## src/rtl/alu_pkg.sv

```systemverilog
// Opcode/function encodings and datapath width shared by the execute-stage ALU.
package alu_pkg;

   localparam int unsigned DATA_W  = 32;
   localparam int unsigned IMM_W   = 16;
   localparam int unsigned SHAMT_W = 5;
   localparam int unsigned CODE_W  = 6;

   localparam logic [CODE_W-1:0] OP_RTYPE = 6'b000000;
   localparam logic [CODE_W-1:0] OP_BEQ   = 6'b000100;
   localparam logic [CODE_W-1:0] OP_BNE   = 6'b000101;
   localparam logic [CODE_W-1:0] OP_BLEZ  = 6'b000110;
   localparam logic [CODE_W-1:0] OP_BGTZ  = 6'b000111;
   localparam logic [CODE_W-1:0] OP_ADDI  = 6'b001000;
   localparam logic [CODE_W-1:0] OP_ADDIU = 6'b001001;
   localparam logic [CODE_W-1:0] OP_SLTI  = 6'b001010;
   localparam logic [CODE_W-1:0] OP_SLTIU = 6'b001011;
   localparam logic [CODE_W-1:0] OP_ANDI  = 6'b001100;
   localparam logic [CODE_W-1:0] OP_ORI   = 6'b001101;
   localparam logic [CODE_W-1:0] OP_XORI  = 6'b001110;
   localparam logic [CODE_W-1:0] OP_LUI   = 6'b001111;
   localparam logic [CODE_W-1:0] OP_LW    = 6'b100011;
   localparam logic [CODE_W-1:0] OP_SW    = 6'b101011;

   localparam logic [CODE_W-1:0] FN_SLL  = 6'b000000;
   localparam logic [CODE_W-1:0] FN_SRL  = 6'b000010;
   localparam logic [CODE_W-1:0] FN_SRA  = 6'b000011;
   localparam logic [CODE_W-1:0] FN_SLLV = 6'b000100;
   localparam logic [CODE_W-1:0] FN_SRLV = 6'b000110;
   localparam logic [CODE_W-1:0] FN_SRAV = 6'b000111;
   localparam logic [CODE_W-1:0] FN_ADD  = 6'b100000;
   localparam logic [CODE_W-1:0] FN_ADDU = 6'b100001;
   localparam logic [CODE_W-1:0] FN_SUB  = 6'b100010;
   localparam logic [CODE_W-1:0] FN_SUBU = 6'b100011;
   localparam logic [CODE_W-1:0] FN_AND  = 6'b100100;
   localparam logic [CODE_W-1:0] FN_OR   = 6'b100101;
   localparam logic [CODE_W-1:0] FN_XOR  = 6'b100110;
   localparam logic [CODE_W-1:0] FN_NOR  = 6'b100111;
   localparam logic [CODE_W-1:0] FN_SLT  = 6'b101010;
   localparam logic [CODE_W-1:0] FN_SLTU = 6'b101011;

endpackage

```

## src/rtl/alu_shifter.sv

```systemverilog
// Combinational 32-bit shifter: left, logical right, or arithmetic right.
module alu_shifter
   import alu_pkg::*;
(
   input  logic [DATA_W-1:0]  data,
   input  logic [SHAMT_W-1:0] amount,
   input  logic               dir,
   input  logic               arith,
   output logic [DATA_W-1:0]  shifted_c
);

   // dir=1 shifts right; arith only matters for right shifts
   always_comb begin
      shifted_c = data << amount;
      if (dir) begin
         if (arith) shifted_c = DATA_W'($signed(data) >>> amount);
         else       shifted_c = data >> amount;
      end
   end

endmodule

```

## src/rtl/alu.sv

```systemverilog
// Execute-stage ALU: decodes OPCODE/FUNC, computes result and branch flag, registers both.
module alu
   import alu_pkg::*;
(
   input  logic                CLK,
   input  logic                RST,
   input  logic [CODE_W-1:0]   OPCODE,
   input  logic [DATA_W-1:0]   RS_VAL,
   input  logic [DATA_W-1:0]   RT_VAL,
   input  logic [SHAMT_W-1:0]  SHAMT,
   input  logic [CODE_W-1:0]   FUNC,
   input  logic [IMM_W-1:0]    RAW_VAL,
   output logic [DATA_W-1:0]   RESULT,
   output logic                SIG_B
);

   logic [DATA_W-1:0]  sext_imm;
   logic [DATA_W-1:0]  zext_imm;
   logic [SHAMT_W-1:0] sh_amt;
   logic               sh_right;
   logic               sh_arith;
   logic [DATA_W-1:0]  sh_out;
   logic [DATA_W-1:0]  result_c;
   logic               sig_b_c;
   logic               rs_zero;

   assign sext_imm = {{(DATA_W-IMM_W){RAW_VAL[IMM_W-1]}}, RAW_VAL};
   assign zext_imm = {{(DATA_W-IMM_W){1'b0}}, RAW_VAL};
   assign rs_zero  = (RS_VAL == '0);

   // FUNC[2] picks variable amount, FUNC[1] right, FUNC[0] arithmetic
   assign sh_amt   = FUNC[2] ? RS_VAL[SHAMT_W-1:0] : SHAMT;
   assign sh_right = FUNC[1];
   assign sh_arith = FUNC[0];

   alu_shifter u_shifter (
      .data      (RT_VAL),
      .amount    (sh_amt),
      .dir       (sh_right),
      .arith     (sh_arith),
      .shifted_c (sh_out)
   );

   always_comb begin
      result_c = '0;
      sig_b_c  = 1'b0;
      case (OPCODE)
         OP_RTYPE: begin
            case (FUNC)
               FN_SLL, FN_SRL, FN_SRA,
               FN_SLLV, FN_SRLV, FN_SRAV: result_c = sh_out;
               FN_ADD, FN_ADDU:           result_c = RS_VAL + RT_VAL;
               FN_SUB, FN_SUBU:           result_c = RS_VAL - RT_VAL;
               FN_AND:                    result_c = RS_VAL & RT_VAL;
               FN_OR:                     result_c = RS_VAL | RT_VAL;
               FN_XOR:                    result_c = RS_VAL ^ RT_VAL;
               FN_NOR:                    result_c = ~(RS_VAL | RT_VAL);
               FN_SLT:  result_c = DATA_W'($signed(RS_VAL) < $signed(RT_VAL));
               FN_SLTU: result_c = DATA_W'(RS_VAL < RT_VAL);
               default:                   result_c = '0;
            endcase
         end
         OP_ADDI, OP_ADDIU, OP_LW, OP_SW: result_c = RS_VAL + sext_imm;
         OP_SLTI:  result_c = DATA_W'($signed(RS_VAL) < $signed(sext_imm));
         OP_SLTIU: result_c = DATA_W'(RS_VAL < sext_imm);
         OP_ANDI:  result_c = RS_VAL & zext_imm;
         OP_ORI:   result_c = RS_VAL | zext_imm;
         OP_XORI:  result_c = RS_VAL ^ zext_imm;
         OP_LUI:   result_c = {RAW_VAL, {(DATA_W-IMM_W){1'b0}}};
         OP_BEQ:   sig_b_c  = (RS_VAL == RT_VAL);
         OP_BNE:   sig_b_c  = (RS_VAL != RT_VAL);
         OP_BLEZ:  sig_b_c  = RS_VAL[DATA_W-1] | rs_zero;
         OP_BGTZ:  sig_b_c  = ~RS_VAL[DATA_W-1] & ~rs_zero;
         default: begin
            result_c = '0;
            sig_b_c  = 1'b0;
         end
      endcase
   end

   always_ff @(posedge CLK) begin
      if (RST) begin
         RESULT <= '0;
         SIG_B  <= 1'b0;
      end else begin
         RESULT <= result_c;
         SIG_B  <= sig_b_c;
      end
   end

endmodule

```

## config.mk

```make
export PLATFORM = sky130hd
export DESIGN_NAME = alu
export DESIGN_NICKNAME = d
export VERILOG_FILES = /design/src/rtl/alu_pkg.sv /design/src/rtl/alu_shifter.sv /design/src/rtl/alu.sv
export SDC_FILE = /design/constraint.sdc
export NUM_CORES = 1
export LEC_CHECK = 0
export ABC_AREA = 1
export ABC_CLOCK_PERIOD_IN_PS = 7200
export CAP_MARGIN = 0
export CORE_UTILIZATION = 35
export DETAILED_ROUTE_END_ITERATION = 10
export GPL_TIMING_DRIVEN = 0
export PLACE_DENSITY = 0.63
export SETUP_SLACK_MARGIN = 0.05
export SYNTH_ARGS = -nofsm -noshare
export SYNTH_HDL_FRONTEND = slang
export SYNTH_SLANG_ARGS = --single-unit
```

## constraint.sdc

```tcl
create_clock -name CLK -period 7.2 [get_ports CLK]
set_input_delay 1.44 -clock CLK [delete_from_list [all_inputs] [get_ports CLK]]
set_output_delay 1.44 -clock CLK [all_outputs]
set_load 0.1 [all_outputs]
```

==> reports/qor.csv <==
stage,metric,value,unit
pwr,VDD IR max,111.6,uV
pwr,Leak,8.901,nW
timing,min cycle time layout,5410,ps
routing,iteration count of the initial detailed-routing pass,8,
floorplanning,die area,43850,um2
routing,drt wl/cell,25.92,um
timing,crit share post-route,75.14,%
global_route,largest net degree at the start of global routing,20,
yosys,Synth Flop Type,dfxtp_1,
clock_network,H-Tree Depth,2,
floorplanning,Initial Util,35.66,%
routing,DR vias/cell,5.885,
finish,"commonest non-fill, non-tap cell in the layout",nand2_1,
routing,DRC,0,
routing,initial DRC count,3373,
yosys,ys async rst share,0,%
routing,DRT antenna net count,0,
yosys,Post-synth EDFFs,0,
yosys,Syn Std Cell Area,15060,um2
timing,Max-slew headroom,32.24,%
pwr,internal power,0.6799,mW
hold_path,hold endpoint,SIG_B$_SDFF_PP0_,
floorplanning,I/O pin total,132,
placed_design,post-DP HPWL,80570,um
clock_network,TritonCTS clock tree,built,
timing,fmax,184.8,MHz
floorplanning,die height,209.4,um
clock_network,CTS resizes,0,
worst_setup_path,CP max FO,10,
finish,fillers,5018,
floorplanning,Core ar.,42230,um2
clock_network,Worst-path clk slew,60,ps
timing,final worst slack,1790,ps
finish,"commonest cells after routing, fill and taps aside","nand2_1 (956), inv_1 (396), nand3_1 (375)",
global_route,number of global-route vias before repair,19530,
routing,routed vias,21390,
placed_design,IO buf count,128,
routing,routed wire length,94220,um
run_status,status,"complete, no violations",
global_route,initial antenna violation count,5,
clock_network,total clock buffers created by CTS,5,
timing,endpoints failing setup,0,
clock_network,postcts setup bufs,0,
pwr,NetSw,1.108,mW
yosys,register area share after synthesis,4.388,%
finish,share of layout cells above drive strength 1,2.262,%
placed_design,routability cong.,1.096,
clock_network,Hold Buf Count CTS,0,
timing,endpoints failing hold,0,
global_route,Overall Global Routing Usage,42.18,%
timing,Worst Max-Slew Pin Slew,1013,ps
yosys,synth unique cells,46,
worst_setup_path,crit path launch type,primary input,
finish,Reg area,660.6,um2
clock_network,Max Root-Sink Buffers,2,
clock_network,CTS sink cnt,33,
clock_network,CTS Root Cell,clkbuf_16,
global_route,GRT overflow,0,
pwr,pwr/cell area,104.2,nW/um2
finish,area grow syn2layout,13.94,%
yosys,Mapped Cells,2958,
pwr,Switching Fraction,61.98,%
pwr,Sequential Power Share,10.6,%
worst_setup_path,worst path arrival time,5610,ps
placed_design,pre-CTS setup slack,1759,ps
yosys,synthesized net count,3241,
hold_path,Worst Hold Class,primary input to flip-flop,
worst_setup_path,CP Capture Type,flip-flop,
yosys,Synth Register Bits,33,
worst_setup_path,critical path type,primary input to flip-flop,
timing,final hold slack,1676,ps
timing,unrepaired setup endpoints after global routing,no,
finish,area occupied by multi-input gates,12350,um2
finish,Finished Core Util,40.63,%
hold_path,hold depth,3,
pwr,Clk pwr share,12.1,%
flow_run,max-cap violation count,0,
hold_path,Hold Crit Start,OPCODE[1],
floorplanning,die width,209.4,um
timing,"Slew Viols, Final",0,
yosys,synthesized area per cell,5.090,um2
worst_setup_path,data required time of the worst path,7400,ps
pwr,combinational share of power,77.3,%
finish,Final nets,3376,
floorplanning,Std-Cell Rows,75,
yosys,synth warn,0,
global_route,first-pass GRT wire length,133900,um
timing,Fin Setup TNS,0,ps
[per-layer routing]
metal | vias to the layer above | part of all wire (%) | wire, um | global-route usage, %
li1 | 9896 | - | - | -
met1 | 9842 | 43 | 40070 | 58.25
met2 | 1439 | 39 | 37110 | 60.34
met3 | 209 | 12 | 11740 | 10.29
met4 | 6 | 5.5 | 5224 | 21.07
met5 | - | 0.075 | 71 | 0
[sequential cells by signal (all words and copies together) (netlist names)]
register,count
RESULT,32
SIG_B,1
[area by class of cell]
cell class / count / share of cell area (%)
antenna: 2 / 0.02917
clock buffer: 6 / 0.7512
clock inverter: 2 / 0.05834
multi-input combinational: 2402 / 71.97
timing repair buffer: 128 / 7.468
tap: 539 / 3.931
buffer: 119 / 3.099
inverter: 404 / 8.839
sequential: 33 / 3.851
[worst max-delay path, cell delays in order]
cell	delay, ps
clkdlybuf4s50_1	930
inv_1	470
o21ai_4	460
buf_2	360
nand3_1	140
nand3_1	150
o21ai_1	150
nand2_1	160
nand2_1	90
o211ai_1	440
nand2_1	260
nand2_1	220
nand2_1	80
a21oi_1	210
[power groups by stage]
stage,sequential [mW],clock [mW],combinational [mW]
after detailed placement,0.193,0,1.31
after floorplan,0.228,0,0.763
after CTS,0.189,0.214,1.31
final,0.189,0.216,1.38
after global placement,0.193,0,1.33
after global routing,0.189,0.224,1.47
[metrics by stage]
stage | power (mW) | instances | area [um2]
2_1_floorplan | 0.9910 | 2958 | 15060
3_3_place_gp | 1.520 | 3625 | 17010
3_5_place_dp | 1.502 | 3625 | 17010
4_1_cts | 1.718 | 3633 | 17150
5_1_grt | 1.885 | 3633 | 17150
6_report | 1.788 | 3635 | 17160
[cell usage after synthesis (7+ instances only)]
cell,number,area [um2]
dfxtp_1,33,660.6
o21a_1,11,82.58
buf_2,35,175.2
a211oi_1,11,82.58
o21bai_1,13,97.59
nand4_1,34,212.7
a21oi_1,216,1081
clkbuf_1,70,262.8
nor2_1,270,1013
o21ai_1,18,90.09
buf_4,7,52.55
nor3_1,40,200.2
nand3_1,375,1877
nor4_1,12,75.07
o211ai_1,21,157.7
inv_1,396,1486
a221oi_1,13,113.9
o221ai_1,8,70.07
o21ai_0,142,710.7
nand2_1,956,3588
ha_1,181,2265
o22ai_1,32,200.2
xor2_1,9,78.83
[how the worst max path moves through the flow]
stage | from | endpoint | cells past startpoint
2_1_floorplan | RS_VAL[0] | RESULT[0]$_SDFF_PP0_ | 19
3_3_place_gp | RS_VAL[1] | RESULT[9]$_SDFF_PP0_ | 15
3_5_place_dp | RS_VAL[1] | RESULT[9]$_SDFF_PP0_ | 15
4_1_cts | RS_VAL[1] | RESULT[9]$_SDFF_PP0_ | 15
5_1_grt | RS_VAL[1] | RESULT[9]$_SDFF_PP0_ | 15
6_report | RS_VAL[1] | RESULT[1]$_SDFF_PP0_ | 14
[logic make-up (layout without fill, tap and decap cells)]
| family | after synthesis | in the layout | share of synthesized area, % |
|---|---|---|---|
| and+or+nand+nor | 1706 | 1706 | 47.17 |
| DFF | 33 | 33 | 4.388 |
| AOI/OAI and AO/OA | 502 | 502 | 18.81 |
| other | 0 | 2 | 0 |
| buffers and inverters | 523 | 659 | 13.60 |
| adders and majority gates | 184 | 184 | 15.44 |
| muxes | 1 | 1 | 0.06648 |
| xor gates and xnor gates | 9 | 9 | 0.5235 |
(Power assumes the default switching activity.)
